===== config.mk =====
export PLATFORM = sky130hd
export DESIGN_NAME = cond_logic
export DESIGN_NICKNAME = d
export VERILOG_FILES = /design/src/rtl/cond_logic.sv
export SDC_FILE = /design/constraint.sdc
export NUM_CORES = 1
export LEC_CHECK = 0
export CAP_MARGIN = 20
export CORE_AREA = 3 3 40 42
export CTS_CLUSTER_SIZE = 40
export DETAILED_ROUTE_END_ITERATION = 10
export DIE_AREA = 0 0 43 45
export PLACE_DENSITY = 0.78
export SYNTH_ARGS = -nofsm -noshare
export SYNTH_HDL_FRONTEND = slang
export SYNTH_SLANG_ARGS = --single-unit

===== constraint.sdc =====
create_clock -name clk -period 4.55 [get_ports clk]
set_clock_uncertainty 0.1 [all_clocks]
set_input_delay 1.1375 -clock clk [delete_from_list [all_inputs] [get_ports clk]]
set_output_delay 1.1375 -clock clk [all_outputs]
set_load 0.005 [all_outputs]

===== src/rtl/cond_logic.sv =====
// -----------------------------------------------------------------------------
// cond_logic
// Conditional-execution stage of the single-cycle ARM control unit. It holds
// the architectural NZCV flags and evaluates the instruction's condition field
// against them. The PC-select, register-write and memory-write requests are
// gated so that only instructions whose condition passes can commit state.
//
// Parameters
//   RESET_FLAGS : value loaded into {N,Z,C,V} while reset_n is low
//   NV_EXECUTES : behaviour of cond 4'b1111 (0 = never execute, 1 = like AL)
//
// Ports
//   clk       in   system clock, rising edge
//   reset_n   in   asynchronous active-low reset
//   Stall     in   hold flags and force every gated strobe to 0
//   Cond      in   [3:0] condition field, Instr[31:28]
//   ALUFlags  in   [3:0] ALU result flags {N,Z,C,V}
//   FlagW     in   [1:0] flag write request: [1] N,Z  [0] C,V
//   PCS       in   ungated PC-write request
//   RegW      in   ungated register-file write request
//   MemW      in   ungated data-memory write request
//   NoWrite   in   compare-type op, suppresses the register write
//   PCSrc     out  gated PC select
//   RegWrite  out  gated register write
//   MemWrite  out  gated memory write
//   CondEx    out  condition-pass result (from the stored flags)
//   Flags     out  [3:0] stored {N,Z,C,V}
// -----------------------------------------------------------------------------
module cond_logic #(
  parameter logic [3:0] RESET_FLAGS = 4'b0000,
  parameter bit         NV_EXECUTES = 1'b0
) (
  input  logic       clk,
  input  logic       reset_n,
  input  logic       Stall,
  input  logic [3:0] Cond,
  input  logic [3:0] ALUFlags,
  input  logic [1:0] FlagW,
  input  logic       PCS,
  input  logic       RegW,
  input  logic       MemW,
  input  logic       NoWrite,
  output logic       PCSrc,
  output logic       RegWrite,
  output logic       MemWrite,
  output logic       CondEx,
  output logic [3:0] Flags
);

  // Condition decode over the stored flags {N,Z,C,V}.
  function automatic logic cond_pass(input logic [3:0] cond,
                                     input logic [3:0] flags,
                                     input logic       nv_exec);
    logic n;
    logic z;
    logic c;
    logic v;
    logic r;
    n = flags[3];
    z = flags[2];
    c = flags[1];
    v = flags[0];
    case (cond)
      4'b0000: r = z;
      4'b0001: r = ~z;
      4'b0010: r = c;
      4'b0011: r = ~c;
      4'b0100: r = n;
      4'b0101: r = ~n;
      4'b0110: r = v;
      4'b0111: r = ~v;
      4'b1000: r = c & ~z;
      4'b1001: r = ~c | z;
      4'b1010: r = (n == v);
      4'b1011: r = (n != v);
      4'b1100: r = ~z & (n == v);
      4'b1101: r = z | (n != v);
      4'b1110: r = 1'b1;
      4'b1111: r = nv_exec;
      default: r = 1'b0;
    endcase
    return r;
  endfunction

  logic [1:0] nz_r;
  logic [1:0] cv_r;
  logic       cond_ex_s;
  logic       nz_we_s;
  logic       cv_we_s;

  // Condition evaluation and write enables; all combinational from stored flags.
  always_comb begin
    cond_ex_s = cond_pass({nz_r, cv_r}, 4'b0000, 1'b0);
    cond_ex_s = cond_pass(Cond, {nz_r, cv_r}, NV_EXECUTES);
    nz_we_s   = FlagW[1] & cond_ex_s & ~Stall;
    cv_we_s   = FlagW[0] & cond_ex_s & ~Stall;
  end

  // N,Z flag register; a logical op may update it without touching C,V.
  always_ff @(posedge clk or negedge reset_n) begin
    if (!reset_n) begin
      nz_r <= RESET_FLAGS[3:2];
    end else if (nz_we_s) begin
      nz_r <= ALUFlags[3:2];
    end else begin
      nz_r <= nz_r;
    end
  end

  // C,V flag register.
  always_ff @(posedge clk or negedge reset_n) begin
    if (!reset_n) begin
      cv_r <= RESET_FLAGS[1:0];
    end else if (cv_we_s) begin
      cv_r <= ALUFlags[1:0];
    end else begin
      cv_r <= cv_r;
    end
  end

  // Strobes are gated with zero latency so the same-cycle commit is suppressed.
  assign CondEx   = cond_ex_s;
  assign PCSrc    = PCS  & cond_ex_s & ~Stall;
  assign RegWrite = RegW & cond_ex_s & ~NoWrite & ~Stall;
  assign MemWrite = MemW & cond_ex_s & ~Stall;
  assign Flags    = {nz_r, cv_r};

endmodule


==> results.cfg <==
[run_status]
outcome = completed

[worst_setup_path]
cp.required_ns = 3.31
critPathLaunch = Cond[0]
crit_chain = clkbuf_2 -> nor2b_2 -> o31a_1 -> a221o_1 -> nor4b_4 -> or2_4 -> buf_4 -> inv_2 -> clkdlybuf4s50_1
arrival_ns = 3.08
path_buf_inv = 4
start_kind = input pin
cp_slowest_stage_delay_ns = 0.43
endpoint_kind = primary output
rr_worst_depth = 7
critical_path.max_fanout = 5
r2r_slack_ns = 2.22
critPathTopFamily = buffers and inverters
worstReg2RegEnd = cv_r[1]
timing.rr.start = cv_r[1]
cp_slowest_cell = clkdlybuf4s50_1
worstSetupPathType = in2out

[grt]
grt_pass1_vias = 588
track_usage_pct = 17.0
grt_start_max_net_pins = 10
antenna_found_initial = 0
grt_overflow = 0
grt_pass1_wl_um = 2480

[floorplanning]
start_util_pct = 36.2
dieHeight_um = 45
num_io_pins = 25
dieArea_mm2 = 0.00194
die_w_um = 43
rows = 13
coreArea_mm2 = 0.00128

[timing]
rsz0062_at_grt = false
slew_headroom_pct = 73.1
setup_viol = 0
max_freq_ghz = 0.231
finalCritPeriodShare_pct = 95.0
hold_violations = 0
drv_slew = 0
fin_crit_ns = 4.32
worst_pin_slew_ns = 0.400

[synth]
synthSimpleGateAreaFrac_pct = 39.5
synth_top_area_share_pct = 21.5
synth-adder-area-share_pct = 0
synth_top_area_cell = dfrtp_1
synth_area_leaders = dfrtp_1, nor3b_1, nor4b_4
avgSynthCellArea_um2 = 8.02
synth.net_count = 75
synth_ff_type = dfrtp_1
synth_compound_area_share_pct = 22.0
synth_seq_cells = 4
synth-xor-area-share_pct = 3.76
post_synth_instance_area_um2 = 465
synthMuxAreaShare_pct = 4.84
yosysSeqAreaShare_pct = 21.5
synth_top_family_by_area = simple AND/OR/NAND/NOR gates
synth_cell_types = 33
synthTopCellsByCount = dfrtp_1, inv_1, nor2_1, nor3b_1
synthCells = 58
synth_edf_count = 0
synthArstFlopShare_pct = 100
synth.yosys.warnings = 0

[pwr]
power_mw = 0.345
powerDensity_mw_per_mm2 = 407
max-vdd-ir-drop_mv = 0.292
p_leak_nw = 0.382

[clocking]
clk_latency_ns = 0.23
clock-sinks = 4
clock_tree.buffer_depth = 2
clk_pin_slew_worst_paths_ns = 0.03
cts_inserted_buffers = 3
cts_max_level = 1
cts_root_buffer = clkbuf_4
hold_buffers = 0
tritoncts = built

[layout]
n_antenna_cell = 0
design_area_um2 = 850
syn2layout_area_growth_pct = 82.5
finalCoreUtilization_pct = 66.1
fin_cells = 105
finalNetCount = 109
layout-drive-gt1-share_pct = 30.0

[detailed_routing]
wl_per_cell_um = 13.8
drt-initial-drc-count = 14
wirelength_um = 1450
dr_wl_met2_um = 768
antenna_left = 0
top_layer = met4
route.met3.wl_um = 83
wl_met1_um = 567
detail_route.vias_per_cell = 5.51
vias = 579
drtPass1Iterations = 4
drc = 0

[job]
cap_violations = 0

[min_path]
hold_depth = 1
hp-class = reg2reg
hold_end = cv_r[1]
hp-start = cv_r[1]

[place]
place.gp.congestion = 0.737
placed_area_um2 = 764
dp_cells = 101
port_buffers = 24
dpl.hpwl_um = 1120
placed cells by master (no fill, tap or decap), types with 2 or more instances in the layout:
cell,instances
buf_4,7
nand3b_1,2
o21ai_0,2
clkdlybuf4s50_1,17
or2_1,2
nand2_1,3
mux2_1,2
dlymetal6s2s_1,3
clkbuf_4,3
dfrtp_1,4
nor2_1,4
dlygate4sd2_1,2
nor3b_2,3
buf_6,2
nor3_1,2
clkbuf_2,2
inv_1,4
area by class of cell:
type	count	area [um2]
Clock buffer	3	22.5
Fill cell	95	435
Inverter	5	18.8
Multi-Input combinational cell	45	379
Sequential cell	4	100
Tap cell	15	18.8
Timing Repair Buffer	33	310
cell families after synthesis:
| group | after synthesis |
|---|---|
| AO/OA/AOI/OAI | 14 |
| multiplexers | 2 |
| XOR/XNOR | 2 |
| flip-flops | 4 |
| buffers and inverters | 9 |
| AND/OR/NAND/NOR | 27 |
timing repair:
action,in CTS,in global routing
pin swaps,2,4
gates cloned,0,0
setup endpoints to repair,4,2
gates resized for setup,10,15
setup buffers,0,1
routing by layer:
metal | vias to the layer above | track usage [%]
li1 | 282 | -
met1 | 269 | 18.4
met2 | 24 | 30.5
met3 | 4 | 1.99
met4 | 0 | 12.7
met5 | - | 0
flip-flops by register name, summed over array words and instances (netlist names):
name  cells
cv_r      2
nz_r      2
report_power, final:
part           switching, mW  internal (mW)
clock network         0.0132         0.0294
logic                 0.0822          0.131
registers             0.0364         0.0534
total                  0.132          0.214
how the worst max path moves through the flow:
stage,slack [ns],cells after the start,endpoint
2_1_floorplan,0.79,7,RegWrite
3_3_place_gp,-0.20,8,RegWrite
3_5_place_dp,-0.26,8,MemWrite
4_1_cts,0.002,8,PCSrc
5_1_grt,0.11,9,CondEx
6_report,0.23,9,CondEx
per-stage QoR:
step	setup TNS, ns	hold slack (ns)	worst slack, ns
floorplan	0	0.452	0.788
global placement	-0.653	0.452	-0.200
detailed placement	-0.785	0.486	-0.263
CTS	0	0.493	0.00187
global route	0	0.556	0.113
finish	0	0.515	0.228
Note: power is estimated with default switching activity, not from simulation.
